<file path="src/rtl/match_event_pkg.sv">
// Shared widths and types for the match event stamper.
package match_event_pkg;

    localparam int TS_W_DEF  = 16;
    localparam int DEPTH_DEF = 4;
    localparam int DROP_W    = 8;

    typedef logic [TS_W_DEF-1:0] ts_t;
    typedef logic [DROP_W-1:0]   drop_cnt_t;

endpackage

</file>
<file path="src/rtl/stamp_fifo.sv">
// Timestamp FIFO. Pointers carry one extra wrap bit so full and empty
// are told apart without a separate occupancy counter. Storage is not reset.
module stamp_fifo #(
    parameter int DEPTH = 4,
    parameter int W     = 16
) (
    input  logic         clk,
    input  logic         rst_n,
    input  logic         clear,
    input  logic         push,
    input  logic [W-1:0] din,
    input  logic         pop,
    output logic [W-1:0] dout,
    output logic         full,
    output logic         empty
);

    localparam int AW = $clog2(DEPTH);

    logic [W-1:0] mem [DEPTH];
    logic [AW:0]  wr_ptr;
    logic [AW:0]  rd_ptr;
    logic         do_push;
    logic         do_pop;

    assign empty = (wr_ptr == rd_ptr);
    assign full  = (wr_ptr[AW] != rd_ptr[AW]) && (wr_ptr[AW-1:0] == rd_ptr[AW-1:0]);

    // A pop frees a slot in the same cycle, so a push into a full FIFO
    // still lands when it coincides with a pop. Clear overrides both.
    assign do_pop  = pop & ~empty & ~clear;
    assign do_push = push & ~clear & (~full | do_pop);

    assign dout = mem[rd_ptr[AW-1:0]];

    // Pointer update; clear flushes by collapsing both pointers to zero.
    always_ff @(posedge clk or negedge rst_n) begin
        if (!rst_n) begin
            wr_ptr <= '0;
            rd_ptr <= '0;
        end else if (clear) begin
            wr_ptr <= '0;
            rd_ptr <= '0;
        end else begin
            if (do_push) wr_ptr <= wr_ptr + 1'b1;
            if (do_pop)  rd_ptr <= rd_ptr + 1'b1;
        end
    end

    // Storage write at the tail.
    always_ff @(posedge clk) begin
        if (do_push) mem[wr_ptr[AW-1:0]] <= din;
    end

endmodule

</file>
<file path="src/rtl/match_event_stamper.sv">
// Synchronizes the combined match level, detects rising edges and queues
// the free-running timestamp of each edge. Events arriving while the queue
// is full are counted as drops.
module match_event_stamper
    import match_event_pkg::*;
#(
    parameter int DEPTH = DEPTH_DEF,
    parameter int TS_W  = TS_W_DEF
) (
    input  logic            clk,
    input  logic            rst_n,
    input  logic            match_i,
    input  logic            clear_i,
    output logic [TS_W-1:0] ts_o,
    output logic            out_valid_o,
    input  logic            out_ready_i,
    output logic            level_o,
    output logic            overflow_o,
    output drop_cnt_t       drop_cnt_o
);

    logic            sync1_q;
    logic            sync2_q;
    logic            hist_q;
    logic            det_q;
    logic [TS_W-1:0] ts_q;
    logic            rise;
    logic            push;
    logic            pop;
    logic            drop;
    logic            fifo_full;
    logic            fifo_empty;

    assign rise = sync2_q & ~hist_q;

    // Two-flop synchronizer, edge history and a registered detect stage.
    // The detect register places the push one cycle after the edge is seen.
    always_ff @(posedge clk or negedge rst_n) begin
        if (!rst_n) begin
            sync1_q <= 1'b0;
            sync2_q <= 1'b0;
            hist_q  <= 1'b0;
            det_q   <= 1'b0;
        end else begin
            sync1_q <= match_i;
            sync2_q <= sync1_q;
            hist_q  <= sync2_q;
            det_q   <= rise;
        end
    end

    // Free-running timestamp, wraps naturally; clear does not touch it.
    always_ff @(posedge clk or negedge rst_n) begin
        if (!rst_n) ts_q <= '0;
        else        ts_q <= ts_q + 1'b1;
    end

    assign pop  = out_valid_o & out_ready_i;
    assign push = det_q & ~clear_i;
    assign drop = push & fifo_full & ~pop;

    // Sticky overflow flag and saturating drop counter.
    always_ff @(posedge clk or negedge rst_n) begin
        if (!rst_n) begin
            overflow_o <= 1'b0;
            drop_cnt_o <= '0;
        end else if (clear_i) begin
            overflow_o <= 1'b0;
            drop_cnt_o <= '0;
        end else if (drop) begin
            overflow_o <= 1'b1;
            if (drop_cnt_o != '1) drop_cnt_o <= drop_cnt_o + 1'b1;
        end
    end

    stamp_fifo #(
        .DEPTH (DEPTH),
        .W     (TS_W)
    ) u_fifo (
        .clk   (clk),
        .rst_n (rst_n),
        .clear (clear_i),
        .push  (push),
        .din   (ts_q),
        .pop   (pop),
        .dout  (ts_o),
        .full  (fifo_full),
        .empty (fifo_empty)
    );

    assign out_valid_o = ~fifo_empty;
    assign level_o     = sync2_q;

endmodule
</file>
<file path="config.mk">
export PLATFORM = sky130hd
export DESIGN_NAME = match_event_stamper
export DESIGN_NICKNAME = d
export VERILOG_FILES = /design/src/rtl/match_event_pkg.sv /design/src/rtl/stamp_fifo.sv /design/src/rtl/match_event_stamper.sv
export SDC_FILE = /design/constraint.sdc
export NUM_CORES = 1
export LEC_CHECK = 0
export CORE_AREA = 4 4 124 126
export DETAILED_ROUTE_END_ITERATION = 10
export DIE_AREA = 0 0 128 130
export GPL_TIMING_DRIVEN = 1
export PLACE_DENSITY = 0.45
export RECOVER_POWER = 100
export SYNTH_ARGS = -nofsm -noshare
export SYNTH_HDL_FRONTEND = slang
export SYNTH_HIERARCHICAL = 1
export SYNTH_SLANG_ARGS = --single-unit
</file>
<file path="constraint.sdc">
create_clock -name clk -period 3.8 [get_ports clk]
set_input_delay 0.38 -clock clk [delete_from_list [all_inputs] [get_ports clk]]
set_output_delay 0.38 -clock clk [all_outputs]
set_load 0.01 [all_outputs]
</file>
==> flow_summary.json, run 1 <==
{
  "slew_viol_final": 36,
  "synth_top_area_cell": "edfxtp_1",
  "antenna_found_initial": 0,
  "instances_no_fill": 484,
  "critical_path_depth": 3,
  "die_w_um": 128,
  "syn2layout_area_growth_pct": 17.4,
  "grt-ovfl-total": 0,
  "rsz0062_at_grt": "false",
  "yosysSeqAreaShare_pct": 67.0,
  "n_antenna_cell": 0,
  "hold_buffers": 0,
  "finalWirelength_um": 7840,
  "drt-initial-drc-count": 78,
  "portBuffers": 31,
  "rr_endpoint": "u_fifo/mem[3][10]",
  "synth_cells": 253,
  "async_flop_share_pct": 35.4,
  "postCtsSetupRepairBufs": 0,
  "synth_nets": 265,
  "ctsLongestPathBuffers": 2,
  "critPathSlowestCell": "dfrtp_1",
  "cts_resized": 0,
  "hpwl_um": 5120,
  "cp-start-kind": "register",
  "synth_top_family_by_area": "multiplexers",
  "drive_gt1_share_pct": 14.0,
  "netlist_top_cells_count": "64 x edfxtp_1, 35 x dfrtp_1, 17 x nor2_1, 16 x mux4_2, 12 x nand2_1",
  "reg2regPathDepth": 9,
  "row_count": 44,
  "violations": "max-capacitance violations, max-slew violations",
  "synth-seq-cells": 99,
  "nFillCells": 1405,
  "synth_cell_types": 44,
  "cp.arrival_ns": 2.71,
  "max_freq_ghz": 0.324,
  "die_height_um": 130,
  "crit_buf_inv": 2,
  "avgViaCountPerCell": 4.44,
  "endpoint": "ts_o[5]",
  "tightestPinTransition_ns": 2.08,
  "post_drt_wl_per_cell_um": 16.2,
  "yosys.cell_count.top_type": "edfxtp_1",
  "cts.sinks": 99,
  "netlist_area_um2": 4180,
  "clock_latency_ns": 0.34,
  "hold_path.class": "register to register",
  "yosys.area_share.simple_pct": 9.73,
  "powerDensity_nw_per_um2": 488,
  "finalHoldViolations": 0,
  "synth_edf_count": 64,
  "run_status": "finished with violations",
  "synth-xor-area-share_pct": 5.06,
  "worstPathCellList": "clkbuf_2 -> mux4_2 -> dlygate4sd3_1",
  "die_area_um2": 16600,
  "htreeDepth": 3,
  "core_um2": 14300,
  "grt_max_degree": 36,
  "grt_pass1_vias": 2195,
  "endpoint_kind": "output pin",
  "grt_pass1_wl_um": 12600,
  "slowest_delay_ns": 0.65,
  "yosys-top-cells-area": "edfxtp_1 46%, dfrtp_1 21%, mux4_2 8.6%",
  "maxSlewHeadroom_pct": -38.6,
  "drv_cap": 1,
  "reg2reg_from": "u_fifo/rd_ptr[0]",
  "synth_flop_cell": "edfxtp_1",
  "worstPathRequired_ns": 3.42,
  "grtUsageTotal_pct": 10.1,
  "crit_fanout": 11,
  "crit_family": "buffers and inverters",
  "synth_warnings": 6,
  "yosys.area.top_type_share_pct": 46.0,
  "synthMuxAreaShare_pct": 11.0,
  "p_leak_uw": 0.00179,
  "cts_made_buffers": 9,
  "clockRootBuffer": "clkbuf_16",
  "reg2reg_slack_ns": 0.74,
  "drt_pass1_iterations": 4,
  "synth_fa_ha_area_share_pct": 2.10,
  "numPlacedInstances": 468,
  "initial_core_util_pct": 29.2,
  "vias": 2149,
  "nets": 307,
  "antenna_left": 0,
  "ios": 32,
  "cts_tree": "yes",
  "crit_path_start": "u_fifo/rd_ptr[0]",
  "clock_skew_ns": 0.00827,
  "post-route-period-util_pct": 81.3,
  "place.gp.congestion": 0.679,
  "postSynthAreaPerCell_um2": 16.5,
  "route.detailed.drc": 0,
  "worst_ir_drop_vdd_v": 0.000320,
  "worstSetupPathType": "register to output pin",
  "clk_pin_slew_ns": 0.07,
  "fin_crit_ns": 3.09,
  "synth-compound-area-share_pct": 3.17,
  "fin_setup_tns_ns": 0,
  "setup_violations": 0
}
## stage by stage
step | util [%] | area, µm² | power, µW | setup slack (ns) | hold slack, ns
2_1_floorplan | - | 4180 | 1480 | 1.52 | 0.0844
3_3_place_gp | 33.0 | 4720 | 1630 | 1.15 | 0.336
3_5_place_dp | 33.0 | 4720 | 1640 | 1.14 | 0.339
4_1_cts | 34.9 | 5000 | 2500 | 0.807 | 0.185
5_1_grt | 34.3 | 4910 | 2510 | 0.461 | 0.359
6_report | 34.3 | 4910 | 2390 | 0.710 | 0.351
## cell families (layout without fill, tap and decap cells)
| logic type | after synthesis | after routing |
|---|---|---|
| DFF | 99 | 99 |
| and+or+nand+nor | 71 | 71 |
| muxes | 25 | 25 |
| xor gates and xnor gates | 19 | 19 |
| buffers and inverters | 17 | 64 |
| AOI/OAI and AO/OA | 15 | 15 |
| adders and majority gates | 7 | 7 |
## final cells by class
| type | instances | area [µm²] | share of cell area (%) |
|---|---|---|---|
| flip-flops and latches | 99 | 2800 | 57.0 |
| clock inverters | 7 | 53.8 | 1.10 |
| multi-input cells | 137 | 1220 | 24.8 |
| clock buffers | 9 | 225 | 4.59 |
| repair buffers | 38 | 344 | 7.01 |
| inverters | 10 | 37.5 | 0.765 |
| well taps | 184 | 230 | 4.69 |
## placed cells by master (no fill, tap or decap), drive strengths merged, types with 2 or more instances in the layout
cell type,count
and3,3
mux2i,6
buf,2
clkinvlp,2
a31oi,3
nor2,17
a21oi,3
clkbuf,15
and2,5
or3,2
xnor2,11
clkinv,4
edfxtp,64
dfrtp,35
inv,11
mux4,16
nand2,12
mux2,3
nor2b,5
nand4,5
dlygate4sd3,26
o21ai,3
clkdlybuf4s50,4
xor2,8
ha,7
nor4,2
nand3,8
nand2b,7
a41oi,3
## report_power, final
| group | switching (µW) | internal (µW) |
|---|---|---|
| Clock | 400 | 447 |
| Sequential | 33.3 | 1160 |
| Combinational | 174 | 177 |
| Total | 607 | 1790 |
## state kept, by name (all words and copies together), names as in the netlist
name	count
level_o	1
u_fifo/wr_ptr	3
u_fifo/rd_ptr	3
det_q	1
overflow_o	1
hist_q	1
u_fifo/mem	64
drop_cnt_o	8
sync1_q	1
ts_q	16
## worst min path at each step
stage,from,end,cells after the start
5_1_grt,sync1_q,level_o,0
4_1_cts,rst_n,drop_cnt_o[4],1
3_5_place_dp,sync1_q,level_o,0
2_1_floorplan,rst_n,det_q,0
3_3_place_gp,sync1_q,level_o,0
6_report,sync1_q,level_o,0
## routing by layer
layer | global-route usage [%] | routed length [µm]
met5 | 0 | 0
met2 | 15.9 | 3690
met3 | 3.72 | 320
met4 | 3.18 | 88
met1 | 13.0 | 3740
No activity file was read; power rests on OpenSTA's default activity.
==> run 2, diff against run 1 <==
clock period = 2.9 ns   (was 3.8 ns; I/O delays follow)
==> flow_summary.json, run 2 (synthesized netlist as in run 1, its figures left out) <==
{
  "run_status": "finished with violations",
  "violations": "max-capacitance violations, max-slew violations",
  "powerDensity_nw_per_um2": 663,
  "hold_buffers": 0,
  "nets": 308,
  "row_count": 44,
  "cp.arrival_ns": 2.33,
  "maxSlewHeadroom_pct": -35.5,
  "layout.cells.most_common": "edfxtp_1",
  "core_um2": 14300,
  "holdPathEnd": "level_o",
  "reg2reg_from": "u_fifo/wr_ptr[1]",
  "reg2reg_slack_ns": 0.35,
  "grt_pass1_wl_um": 12900,
  "reg2regPathDepth": 9,
  "die_height_um": 130,
  "grt_pass1_vias": 2250,
  "drt_pass1_iterations": 4,
  "cts_resized": 0,
  "syn2layout_area_growth_pct": 19.1,
  "avgViaCountPerCell": 4.50,
  "vias": 2184,
  "die_w_um": 128,
  "fin_setup_tns_ns": 0,
  "finalWirelength_um": 8010,
  "place.gp.congestion": 0.712,
  "grt_max_degree": 36,
  "hold_start": "sync1_q",
  "clk_pin_slew_ns": 0.07,
  "crit_path_start": "u_fifo/rd_ptr[0]",
  "slowest_delay_ns": 0.61,
  "n_antenna_cell": 0,
  "ios": 32,
  "endpoint_kind": "output pin",
  "drv_cap": 1,
  "critPathSlowestCell": "mux4_2",
  "fin_ws_ns": 0.280,
  "largest_reg_flops": 64,
  "drt-initial-drc-count": 122,
  "clock_latency_ns": 0.34,
  "place_worst_setup_slack_ns": 0.352,
  "finalHoldViolations": 0,
  "rsz0062_at_grt": "false",
  "die_area_um2": 16600,
  "crit_family": "buffers and inverters",
  "route.detailed.drc": 0,
  "worst_ir_drop_vdd_v": 0.000396,
  "htreeDepth": 3,
  "cts_made_buffers": 9,
  "grtUsageTotal_pct": 10.4,
  "post_drt_wl_per_cell_um": 16.5,
  "p_leak_uw": 0.00182,
  "cts_tree": "yes",
  "crit_buf_inv": 2,
  "max_freq_ghz": 0.382,
  "fin_crit_ns": 2.62,
  "nFillCells": 1405,
  "hpwl_um": 5270,
  "worstPathRequired_ns": 2.61,
  "cts.sinks": 99,
  "ctsLongestPathBuffers": 2,
  "post-route-period-util_pct": 90.3,
  "initial_core_util_pct": 29.2,
  "worstSetupPathType": "register to output pin",
  "layout_common_cells": "64 x edfxtp_1, 35 x dfrtp_1, 18 x clkdlybuf4s50_1, 17 x nor2_1, 16 x mux4_2",
  "cp-start-kind": "register",
  "regArea_um2": 2800,
  "portBuffers": 31,
  "antenna_left": 0,
  "slew_viol_final": 36,
  "clockRootBuffer": "clkbuf_16",
  "antenna_found_initial": 0,
  "rr_endpoint": "u_fifo/mem[1][2]",
  "multiInputGateArea_um2": 1240,
  "crit_fanout": 19,
  "clock_skew_ns": 0.00426,
  "worstPathCellList": "clkbuf_4 -> mux4_2 -> clkdlybuf4s50_1",
  "grt-ovfl-total": 0,
  "hold_depth": 0,
  "postCtsSetupRepairBufs": 0,
  "hold_path.class": "register to register",
  "setup_violations": 0,
  "drive_gt1_share_pct": 15.3,
  "tightestPinTransition_ns": 2.03
}
## run 2: cell count changes in the layout (fill, tap and decap cells not counted), sizes merged
cell	change
clkdlybuf4s50	+14
dlygate4sd3	-14
clkinv	-2
buf	+1
bufinv	+1
inv	+1
## run 2: worst max path at each step
stage                             to  slack (ns)  cells after the start
floorplan           u_fifo/mem[3][0]        0.62                      9
CTS                         ts_o[15]        0.25                      3
global placement    u_fifo/mem[1][2]        0.48                      9
global route        u_fifo/mem[1][2]        0.11                      9
detailed placement  u_fifo/mem[1][2]        0.35                      9
finish                      ts_o[15]        0.28                      3
## run 2: where the power goes
part           internal [µW]  switching [µW]
Sequential              1520            33.1
Combinational            267             246
Clock                    683             547
Total                   2470             826
## run 2: layout make-up
type / count / share of cell area (%)
Inverter: 10 / 0.755
Sequential cell: 99 / 56.2
Timing Repair Buffer: 39 / 7.12
Clock inverter: 7 / 1.74
Tap cell: 184 / 4.63
Clock buffer: 9 / 4.53
Multi-Input combinational cell: 137 / 25.0
## run 2: metrics by stage
step                cells  util, %  hold slack (ns)  power, µW  instance area (µm²)
floorplan             253        -         -0.00559       1940                 4180
global placement      469     33.0            0.338       2140                 4730
detailed placement    469     33.0            0.347       2150                 4730
CTS                   485     35.2           0.0877       3390                 5040
global route          485     34.8            0.366       3460                 4970
finish                485     34.8            0.361       3300                 4970
## run 2: per-layer routing
metal | up-vias | track usage, % | wire (µm)
li1 | 1032 | - | -
met2 | 32 | 17.6 | 4100
met3 | 10 | 3.72 | 298
met5 | - | 0 | 0
met4 | 0 | 3.00 | 102
met1 | 1110 | 12.7 | 3510
==> run 3, diff against run 2 <==
CORE_AREA = 2 2 122 124   (was 4 4 124 126)
DIE_AREA = 0 0 124 126   (was 0 0 128 130)
RECOVER_POWER = not set   (was 100)
==> flow_summary.json, run 3 (synthesized netlist as in run 1, its figures left out) <==
{
  "run_status": "finished clean",
  "antenna_left": 0,
  "p_clk_share_pct": 34.1,
  "n_antenna_cell": 0,
  "worst_ir_drop_vdd_v": 0.000332,
  "ios": 32,
  "place_worst_setup_slack_ns": 0.399,
  "clockRootBuffer": "clkbuf_16",
  "hpwl_um": 5250,
  "tightestPinTransition_ns": 0.873,
  "finalHoldViolations": 0,
  "grt-ovfl-total": 0,
  "post_drt_wl_per_cell_um": 16.6,
  "numPlacedInstances": 469,
  "place.gp.congestion": 0.740,
  "grt_max_degree": 36,
  "fin_setup_tns_ns": 0,
  "maxSlewHeadroom_pct": 41.8,
  "power.total_uw": 3190,
  "fin_crit_ns": 2.57,
  "p_sw_uw": 808,
  "grtUsageTotal_pct": 11.7,
  "internal_power_uw": 2380,
  "largest_reg_flops": 64,
  "drt_pass1_iterations": 4,
  "die_w_um": 124,
  "core_um2": 14300,
  "powerDensity_nw_per_um2": 639,
  "htreeDepth": 3,
  "instances_no_fill": 484,
  "slowest_delay_ns": 0.60,
  "critPathSlowestCell": "mux4_2",
  "pwr-share-comb_pct": 17.1,
  "clock_skew_ns": 0.00383,
  "drt-initial-drc-count": 101,
  "post-route-period-util_pct": 88.8,
  "cts_tree": "yes",
  "setup_violations": 0,
  "fin_util_pct": 34.9,
  "clock_latency_ns": 0.34,
  "ctsLongestPathBuffers": 2,
  "layout.cells.most_common": "edfxtp_1",
  "hold_buffers": 0,
  "slew_viol_final": 0,
  "portBuffers": 31,
  "finalWirelength_um": 8020,
  "worstPathCellList": "buf_4 -> mux4_2 -> clkdlybuf4s50_1",
  "avgViaCountPerCell": 4.50,
  "grt_pass1_vias": 2371,
  "drv_cap": 0,
  "cts_made_buffers": 9,
  "clk_pin_slew_ns": 0.07,
  "row_count": 44,
  "rsz0062_at_grt": "false",
  "die_area_um2": 15600,
  "hold_path.class": "primary input to asynchronous set/reset pin",
  "fin_ws_ns": 0.325,
  "drive_gt1_share_pct": 16.3,
  "max_freq_ghz": 0.388,
  "initial_core_util_pct": 29.2,
  "crit_fanout": 19,
  "vias": 2177,
  "endpoint_kind": "output pin",
  "die_height_um": 126,
  "postCtsSetupRepairBufs": 0,
  "netSwitchingFraction_pct": 25.3,
  "cts.sinks": 99,
  "cp-start-kind": "register",
  "grt_pass1_wl_um": 13400,
  "route.detailed.drc": 0,
  "layout_common_cells": "64 x edfxtp_1, 35 x dfrtp_1, 30 x clkdlybuf4s50_1, 17 x nor2_1, 16 x mux4_2",
  "worstSetupPathType": "register to output pin",
  "nets": 308,
  "cts_resized": 0,
  "p_seq_share_pct": 48.8,
  "antenna_found_initial": 0,
  "p_leak_uw": 0.00179,
  "cp.arrival_ns": 2.28,
  "worstPathRequired_ns": 2.61,
  "syn2layout_area_growth_pct": 19.5
}
[run 3: metrics by stage]
step | hold slack [ns] | instance area [µm²]
final | 0.0563 | 4990
after global routing | 0.124 | 4990
after CTS | 0.0994 | 4990
after detailed placement | 0.346 | 4730
after global placement | 0.337 | 4730
after floorplan | -0.00559 | 4180
[run 3: power groups by stage]
stage / clock (µW) / sequential [µW] / combinational [µW]
after global placement: 0 / 1590 / 557
after global routing: 1190 / 1560 / 600
final: 1090 / 1560 / 545
after detailed placement: 0 / 1590 / 558
after floorplan: 0 / 1580 / 366
after CTS: 1130 / 1560 / 563
[run 3: layer usage]
layer	wire (µm)	vias to the layer above	part of all wire, %	global-route usage (%)
li1	-	1022	-	-
met5	0	-	0	0
met2	4000	42	50	18.8
met3	315	7	3.9	3.85
met1	3590	1106	45	14.9
met4	114	0	1.4	3.77
[run 3: cell type report]
cell class	instances	area (µm²)
clock buffers	9	225
clock inverters	6	40.0
fillers	1390	9320
inverters	10	37.5
multi-input cells	137	1300
flip-flops and latches	99	2800
well taps	184	230
repair buffers	39	365
[run 3: path summary, 6_finish.rpt]
path | startpoint | end | slack (ns) | depth (start not counted)
max in group asynchronous | rst_n | ts_q[9] | 2.29 | 1
setup reg to reg | u_fifo/wr_ptr[1] | u_fifo/mem[1][0] | 0.42 | 9
hold / removal | rst_n | drop_cnt_o[3] | 0.06 | 1
setup / recovery | u_fifo/rd_ptr[0] | ts_o[15] | 0.33 | 3
hold reg to reg | sync1_q | level_o | 0.36 | 0
min in group clk | sync1_q | level_o | 0.36 | 0
[run 3: critical path: cells and delay by family (launching register included)]
kind	cells	cell delay, ns
flops	1	0.44
buf+inv	2	0.89
mux	1	0.60
